$ cat config.mk
export PLATFORM = sky130hd
export DESIGN_NAME = zircon_avalon_tlc5615_dac_flat
export DESIGN_NICKNAME = d
export VERILOG_FILES = /design/src/rtl/zircon_avalon_tlc5615_dac_pkg.sv /design/src/rtl/zircon_avalon_tlc5615_dac_if.sv /design/src/rtl/zircon_avalon_tlc5615_dac_serializer.sv /design/src/rtl/zircon_avalon_tlc5615_dac.sv /design/src/flat_wrapper.sv
export SDC_FILE = /design/constraint.sdc
export NUM_CORES = 1
export LEC_CHECK = 0
export CORE_MARGIN = 4
export CORE_UTILIZATION = 53
export DETAILED_ROUTE_END_ITERATION = 6
export GPL_TIMING_DRIVEN = 0
export PLACE_DENSITY = 0.85
export SLEW_MARGIN = 20
export SYNTH_ARGS = -nofsm -noshare
export SYNTH_HDL_FRONTEND = slang
export SYNTH_SLANG_ARGS = --single-unit
export TNS_END_PERCENT = 1
$ cat constraint.sdc
create_clock -name csi_clk -period 3.66 [get_ports csi_clk]
set_input_delay 0.732 -clock csi_clk [delete_from_list [all_inputs] [get_ports csi_clk]]
set_output_delay 0.732 -clock csi_clk [all_outputs]
set_load 0.01 [all_outputs]
$ cat src/rtl/zircon_avalon_tlc5615_dac_pkg.sv
// Shared types and constants for the TLC5615 DAC Avalon slave.
// Holds the serializer state enum, register addresses and STATUS bit positions.
package zircon_tlc5615_pkg;

    // Serializer states
    typedef enum logic [1:0] {
        IDLE     = 2'd0,
        CS_SETUP = 2'd1,
        SHIFT    = 2'd2,
        CS_HIGH  = 2'd3
    } dac_state_e;

    // Avalon register map
    localparam logic ADDR_DATA   = 1'b0;
    localparam logic ADDR_STATUS = 1'b1;

    // STATUS register bit positions
    localparam int STAT_BUSY = 0;
    localparam int STAT_PEND = 1;
    localparam int STAT_IRQ  = 2;

    localparam int AVS_DW = 32;
    localparam int CODE_W = 10;

    function automatic logic [AVS_DW-1:0] status_word(
        input logic busy,
        input logic pend,
        input logic irq
    );
        logic [AVS_DW-1:0] w;
        w            = '0;
        w[STAT_BUSY] = busy;
        w[STAT_PEND] = pend;
        w[STAT_IRQ]  = irq;
        return w;
    endfunction

endpackage

$ cat src/rtl/zircon_avalon_tlc5615_dac_if.sv
// Avalon-MM slave bus bundle for the TLC5615 DAC core.
// master: fabric side (address/write/writedata/read out); slave: core side (readdata out).
interface zircon_avalon_tlc5615_dac_if;
    import zircon_tlc5615_pkg::*;

    logic              avs_address;
    logic              avs_write;
    logic [AVS_DW-1:0] avs_writedata;
    logic              avs_read;
    logic [AVS_DW-1:0] avs_readdata;

    modport master (
        output avs_address,
        output avs_write,
        output avs_writedata,
        output avs_read,
        input  avs_readdata
    );

    modport slave (
        input  avs_address,
        input  avs_write,
        input  avs_writedata,
        input  avs_read,
        output avs_readdata
    );

endinterface

$ cat src/rtl/zircon_avalon_tlc5615_dac_serializer.sv
// TLC5615 frame serializer: divider, bit counter, FSM and registered DAC pins.
// Ports: csi_clk/rsi_reset_n, start_valid/start_code (load request), ready, frame_done, busy, cs_n/sclk/din.
module zircon_tlc5615_serializer
    import zircon_tlc5615_pkg::*;
#(
    parameter int CLK_DIV     = 25,
    parameter int CS_HIGH_CYC = 8,
    parameter int FRAME_BITS  = 12
) (
    input  logic              csi_clk,
    input  logic              rsi_reset_n,
    input  logic              start_valid,
    input  logic [CODE_W-1:0] start_code,
    output logic              ready,
    output logic              frame_done,
    output logic              busy,
    output logic              cs_n,
    output logic              sclk,
    output logic              din
);

    localparam int CNT_MAX = (CLK_DIV > CS_HIGH_CYC) ? CLK_DIV : CS_HIGH_CYC;
    localparam int CNT_W   = $clog2(CNT_MAX + 1);
    localparam int BIT_W   = $clog2(FRAME_BITS + 1);
    localparam int REM_W   = FRAME_BITS - 1;
    localparam int FILL    = FRAME_BITS - CODE_W;

    localparam logic [CNT_W-1:0] DIV_LOAD = CNT_W'(CLK_DIV - 1);
    localparam logic [CNT_W-1:0] CSH_LOAD = CNT_W'(CS_HIGH_CYC - 1);
    localparam logic [CNT_W-1:0] CNT_ONE  = CNT_W'(1);
    localparam logic [BIT_W-1:0] BIT_LOAD = BIT_W'(FRAME_BITS - 1);
    localparam logic [BIT_W-1:0] BIT_ONE  = BIT_W'(1);

    dac_state_e       state;
    logic [CNT_W-1:0] cnt;
    logic [BIT_W-1:0] bit_cnt;
    // Bits still to be sent after the one currently on din
    logic [REM_W-1:0] rem;

    // Last CS_HIGH cycle doubles as a load slot so back-to-back frames
    // never pass through IDLE.
    assign frame_done = (state == CS_HIGH) && (cnt == '0);
    assign ready      = (state == IDLE) || frame_done;
    assign busy       = (state != IDLE);

    always_ff @(posedge csi_clk or negedge rsi_reset_n) begin
        if (!rsi_reset_n) begin
            state   <= IDLE;
            cnt     <= '0;
            bit_cnt <= '0;
            rem     <= '0;
            cs_n    <= 1'b1;
            sclk    <= 1'b0;
            din     <= 1'b0;
        end else begin
            case (state)
                IDLE, CS_HIGH: begin
                    if (ready && start_valid) begin
                        state   <= CS_SETUP;
                        cnt     <= DIV_LOAD;
                        bit_cnt <= BIT_LOAD;
                        rem     <= {start_code[CODE_W-2:0], {FILL{1'b0}}};
                        cs_n    <= 1'b0;
                        sclk    <= 1'b0;
                        din     <= start_code[CODE_W-1];
                    end else if (state == CS_HIGH) begin
                        if (frame_done) begin
                            state <= IDLE;
                        end else begin
                            cnt <= cnt - CNT_ONE;
                        end
                    end
                end
                CS_SETUP: begin
                    if (cnt == '0) begin
                        state <= SHIFT;
                        cnt   <= DIV_LOAD;
                    end else begin
                        cnt <= cnt - CNT_ONE;
                    end
                end
                SHIFT: begin
                    if (cnt != '0) begin
                        cnt <= cnt - CNT_ONE;
                    end else if (!sclk) begin
                        cnt  <= DIV_LOAD;
                        sclk <= 1'b1;
                    end else begin
                        // Falling edge: advance data, or close the frame
                        sclk <= 1'b0;
                        if (bit_cnt == '0) begin
                            cs_n  <= 1'b1;
                            state <= CS_HIGH;
                            cnt   <= CSH_LOAD;
                        end else begin
                            cnt     <= DIV_LOAD;
                            bit_cnt <= bit_cnt - BIT_ONE;
                            din     <= rem[REM_W-1];
                            rem     <= {rem[REM_W-2:0], 1'b0};
                        end
                    end
                end
                default: state <= IDLE;
            endcase
        end
    end

endmodule

$ cat src/rtl/zircon_avalon_tlc5615_dac.sv
// Avalon-MM slave driving a TLC5615 10-bit serial DAC with a one-deep pending buffer.
// Ports: csi_clk, rsi_reset_n, avs (Avalon slave bundle), coe_dac_cs_n/sclk/din,
// ins_irq (only when ZIRCON_TLC5615_IRQ_EN is defined; STATUS bit2 then holds the irq flag).
module zircon_avalon_tlc5615_dac
    import zircon_tlc5615_pkg::*;
#(
    parameter int CLK_DIV     = 25,
    parameter int CS_HIGH_CYC = 8,
    parameter int FRAME_BITS  = 12
) (
    input  logic                        csi_clk,
    input  logic                        rsi_reset_n,
    zircon_avalon_tlc5615_dac_if.slave  avs,
    output logic                        coe_dac_cs_n,
    output logic                        coe_dac_sclk,
    output logic                        coe_dac_din
`ifdef ZIRCON_TLC5615_IRQ_EN
    ,
    output logic                        ins_irq
`endif
);

    logic [CODE_W-1:0] data_reg;
    logic [CODE_W-1:0] pend_reg;
    logic              pending;
    logic              irq_flag;
    logic [AVS_DW-1:0] readdata_q;

    logic              wr_data;
    logic              wr_stat;
    logic [CODE_W-1:0] wr_code;
    logic              start_valid;
    logic [CODE_W-1:0] start_code;
    logic              ready;
    logic              accept;
    logic              frame_done;
    logic              busy;

    assign wr_data = avs.avs_write && (avs.avs_address == ADDR_DATA);
    assign wr_stat = avs.avs_write && (avs.avs_address == ADDR_STATUS);
    assign wr_code = avs.avs_writedata[CODE_W-1:0];

    // A write in the load slot wins over an older pending code
    assign start_valid = wr_data || pending;
    assign start_code  = wr_data ? wr_code : pend_reg;
    assign accept      = ready && start_valid;

    assign avs.avs_readdata = readdata_q;

    zircon_tlc5615_serializer #(
        .CLK_DIV     (CLK_DIV),
        .CS_HIGH_CYC (CS_HIGH_CYC),
        .FRAME_BITS  (FRAME_BITS)
    ) u_ser (
        .csi_clk     (csi_clk),
        .rsi_reset_n (rsi_reset_n),
        .start_valid (start_valid),
        .start_code  (start_code),
        .ready       (ready),
        .frame_done  (frame_done),
        .busy        (busy),
        .cs_n        (coe_dac_cs_n),
        .sclk        (coe_dac_sclk),
        .din         (coe_dac_din)
    );

    always_ff @(posedge csi_clk or negedge rsi_reset_n) begin
        if (!rsi_reset_n) begin
            data_reg   <= '0;
            pend_reg   <= '0;
            pending    <= 1'b0;
            readdata_q <= '0;
        end else begin
            if (wr_data) begin
                data_reg <= wr_code;
            end
            if (accept) begin
                pending <= 1'b0;
            end else if (wr_data) begin
                pending  <= 1'b1;
                pend_reg <= wr_code;
            end
            if (avs.avs_read) begin
                if (avs.avs_address == ADDR_STATUS) begin
                    readdata_q <= status_word(busy, pending, irq_flag);
                end else begin
                    readdata_q <= {{(AVS_DW-CODE_W){1'b0}}, data_reg};
                end
            end
        end
    end

`ifdef ZIRCON_TLC5615_IRQ_EN
    always_ff @(posedge csi_clk or negedge rsi_reset_n) begin
        if (!rsi_reset_n) begin
            irq_flag <= 1'b0;
        end else if (frame_done) begin
            irq_flag <= 1'b1;
        end else if (wr_stat) begin
            irq_flag <= 1'b0;
        end
    end

    assign ins_irq = irq_flag;
`else
    assign irq_flag = 1'b0;

    logic unused_cfg;
    assign unused_cfg = wr_stat ^ frame_done;
`endif

    logic unused_wdata;
    assign unused_wdata = ^avs.avs_writedata[AVS_DW-1:CODE_W];

endmodule

$ cat src/flat_wrapper.sv
// flat-port wrapper written by rule: the top's interface ports become plain ports
module zircon_avalon_tlc5615_dac_flat import zircon_tlc5615_pkg::*;
#(
    parameter int CLK_DIV     = 25,
    parameter int CS_HIGH_CYC = 8,
    parameter int FRAME_BITS  = 12
)
  (csi_clk, rsi_reset_n, coe_dac_cs_n, coe_dac_sclk, coe_dac_din, avs_avs_address, avs_avs_write, avs_avs_writedata, avs_avs_read, avs_avs_readdata);
  zircon_avalon_tlc5615_dac_if avs_i ();
  input  logic csi_clk;
  input  logic rsi_reset_n;
  output logic coe_dac_cs_n;
  output logic coe_dac_sclk;
  output logic coe_dac_din;
  input wire logic [$bits(avs_i.avs_address)-1:0] avs_avs_address;
  input wire logic [$bits(avs_i.avs_write)-1:0] avs_avs_write;
  input wire logic [$bits(avs_i.avs_writedata)-1:0] avs_avs_writedata;
  input wire logic [$bits(avs_i.avs_read)-1:0] avs_avs_read;
  output wire logic [$bits(avs_i.avs_readdata)-1:0] avs_avs_readdata;
  assign avs_i.avs_address = avs_avs_address;
  assign avs_i.avs_write = avs_avs_write;
  assign avs_i.avs_writedata = avs_avs_writedata;
  assign avs_i.avs_read = avs_avs_read;
  assign avs_avs_readdata = avs_i.avs_readdata;
  zircon_avalon_tlc5615_dac #(.CLK_DIV(CLK_DIV), .CS_HIGH_CYC(CS_HIGH_CYC), .FRAME_BITS(FRAME_BITS)) u_core (.csi_clk(csi_clk), .rsi_reset_n(rsi_reset_n), .avs(avs_i), .coe_dac_cs_n(coe_dac_cs_n), .coe_dac_sclk(coe_dac_sclk), .coe_dac_din(coe_dac_din));
endmodule
==> impl_metrics.ini <==
[placement]
gp_congestion = 0.898
numPortBuffers = 26
dp_cells = 422
hpwl_mm = 4.29

[yosys]
synth_commonest_cells = dfrtp_1, nand2_1, o21ai_0
synth_seq_area_share_pct = 46.1
syn_avg_cell_area_um2 = 9.62
synthDistinctLibCells = 43
syn-instance-count = 305
synth_warnings = 0
async_flop_share_pct = 100
synth_area_leader_cell = dfrtp_1
ys_ff_latch = 54
post-synth-top-count-cell = dfrtp_1
synthTopCellsByArea = dfrtp_1, nand2_1, buf_4
netlist_area_um2 = 2930
synth_top_area_share_pct = 45.2
ys.flop_type = dfrtp_1
synth_edf_count = 0

[grt]
grt_max_degree = 55
globalRouteTotalUtil_pct = 19.2
antenna_found_initial = 0
grt_pass1_wl_mm = 9.86
grt_pass1_vias = 2246
grt_overflow = 0

[clock_tree]
cts_setup_buffers = 0
clkLatencyLatePin_ps = 320
root_buffer = clkbuf_8
cts_tree = yes
clock_path_buffers = 2
cts_num_sinks = 54
path_clk_slew_ps = 110
post_cts_resized = 0
numCtsBuffers = 5
hold_buffers = 0
htree_levels = 2

[detailed_routing]
viasPerCell = 5.19
firstDrtPassIters = 5
wl_mm = 5.74
drt_iter0_markers = 148
via_count = 2233
avgRoutedWirePerCell_um = 13.3
drc = 0
antenna_left = 0

[floorplan]
ios = 72
core_area_um2 = 5240
fp-row-count = 26
dieArea_um2 = 6790
dieHeight_um = 82.4
start_util_pct = 56.0
die_x_um = 82.4

[timing]
tns_ps = 0
fin_worst_skew_ps = 13.2
post-route-period-util_pct = 70.3
slew_viol_final = 0
period_minus_slack_ps = 2570
worst_pin_slew_ps = 669
fmax_mhz = 389
rsz0062_at_grt = no
hold_viol = 0
max_slew_margin_pct = 55.4
setup_viol = 0

[setup_path]
reg2reg_to = u_core.u_ser.rem[7]$_DFFE_PN0P_
crit_fanout = 10
arrival_ps = 2770
r2r_slack_ps = 1210
crit_required_ps = 3860
end_kind = flop
critPathLaunchType = input pin
r2r_start = u_core.u_ser.state[0]$_DFFE_PN0P_
r2r_cells = 9
crit_type = input pin to flop

[layout]
final_cells = 430
fill_cells = 436
finalNetCount = 403
area_growth_pct = 17.8
antenna_cells = 0
drive_above_1_share_pct = 16.1

[power_and_ir_drop]
leakage_nw = 1.66
ir_worst_vdd_mv = 0.395
power_density_nw_per_um2 = 686

[run]
cap_violations = 0

[status]
status = finished, final reports clean

[worst_hold_path]
hp-class = input pin to asynchronous set/reset pin
==> report_power, final <==
group	internal (mW)	total, mW	leakage [nW]	switching [mW]
logic	0.498	1.09	0.948	0.593
clock network	0.144	0.358	0.0506	0.215
registers	0.783	0.924	0.666	0.140
total	1.42	2.37	1.66	0.948
==> worst max-delay path, stage by stage <==
cell and delay (ps):
clkdlybuf4s50_1 450, nand2b_1 160, buf_2 200, a21oi_1 340, o221a_2 270, buf_6 140
buf_6 150, mux2_1 320
==> worst max path at each step <==
| stage | start | end | slack (ps) | cells after the start |
|---|---|---|---|---|
| after floorplan | avs_avs_address | u_core.u_ser.rem[7]$_DFFE_PN0P_ | 1480 | 7 |
| after global placement | rsi_reset_n | u_core.u_ser.rem[6]$_DFFE_PN0P_ | 200 | 1 |
| after detailed placement | avs_avs_address | u_core.u_ser.rem[7]$_DFFE_PN0P_ | 780 | 8 |
| after CTS | avs_avs_address | u_core.u_ser.rem[7]$_DFFE_PN0P_ | 1100 | 8 |
| after global routing | avs_avs_address | u_core.u_ser.rem[8]$_DFFE_PN0P_ | 990 | 8 |
| final | avs_avs_address | u_core.u_ser.rem[7]$_DFFE_PN0P_ | 1090 | 8 |
==> metrics by stage <==
step | power (mW) | util, % | setup slack [ps] | area, µm² | hold slack, ps
CTS | 2.38 | 66.0 | 1100 | 3460 | 479
detailed placement | 2.02 | 64.1 | 781 | 3360 | 463
floorplan | 1.74 | - | 1480 | 3010 | 436
finish | 2.37 | 66.0 | 1090 | 3460 | 441
global route | 2.57 | 66.0 | 989 | 3460 | 489
global placement | 1.97 | 64.2 | 196 | 3360 | 458
==> layer usage <==
metal,vias to the layer above,routed length (µm),GRT usage (%)
met1,1079,2470,23.7
li1,1096,-,-
met2,50,2920,33.0
met3,8,265,4.01
met5,-,0,0
met4,0,82,7.14
==> layout make-up <==
| type | count | area, µm² | share of cell area (%) |
|---|---|---|---|
| clock inverters | 3 | 28.8 | 0.833 |
| inverters | 18 | 67.6 | 1.96 |
| repair buffers | 26 | 258 | 7.46 |
| flip-flops and latches | 54 | 1350 | 39.1 |
| well taps | 70 | 87.6 | 2.53 |
| multi-input cells | 217 | 1350 | 39.1 |
| plain buffers | 37 | 241 | 6.99 |
| clock buffers | 5 | 68.8 | 1.99 |
==> logic make-up (layout without fill, tap and decap cells) <==
kind of cell | after synthesis | in the layout | synth area share (%)
other | 1 | 22 | 0.128
adders and majority gates | 7 | 7 | 2.98
muxes | 26 | 26 | 9.55
buffers and inverters | 55 | 89 | 10.5
and+or+nand+nor | 94 | 94 | 16.1
DFF | 54 | 54 | 46.1
xor gates and xnor gates | 2 | 2 | 0.597
AOI/OAI and AO/OA | 66 | 66 | 14.0
==> layout by cell type (no fill, tap or decap), drive strengths merged, types with 2 or more instances in the layout <==
| cell type | count |
|---|---|
| a211oi | 4 |
| a21o | 7 |
| a21oi | 17 |
| a31oi | 3 |
| buf | 29 |
| clkbuf | 14 |
| clkdlybuf4s50 | 25 |
| conb | 22 |
| dfrtp | 53 |
| ha | 7 |
| inv | 20 |
| mux2 | 16 |
| mux2i | 10 |
| nand2 | 48 |
| nand3 | 2 |
| nand3b | 9 |
| nor2 | 17 |
| nor2b | 2 |
| nor3 | 7 |
| nor4b | 2 |
| o21a | 3 |
| o21ai | 26 |
| xnor2 | 2 |
Power figures use the tool's default switching activity.
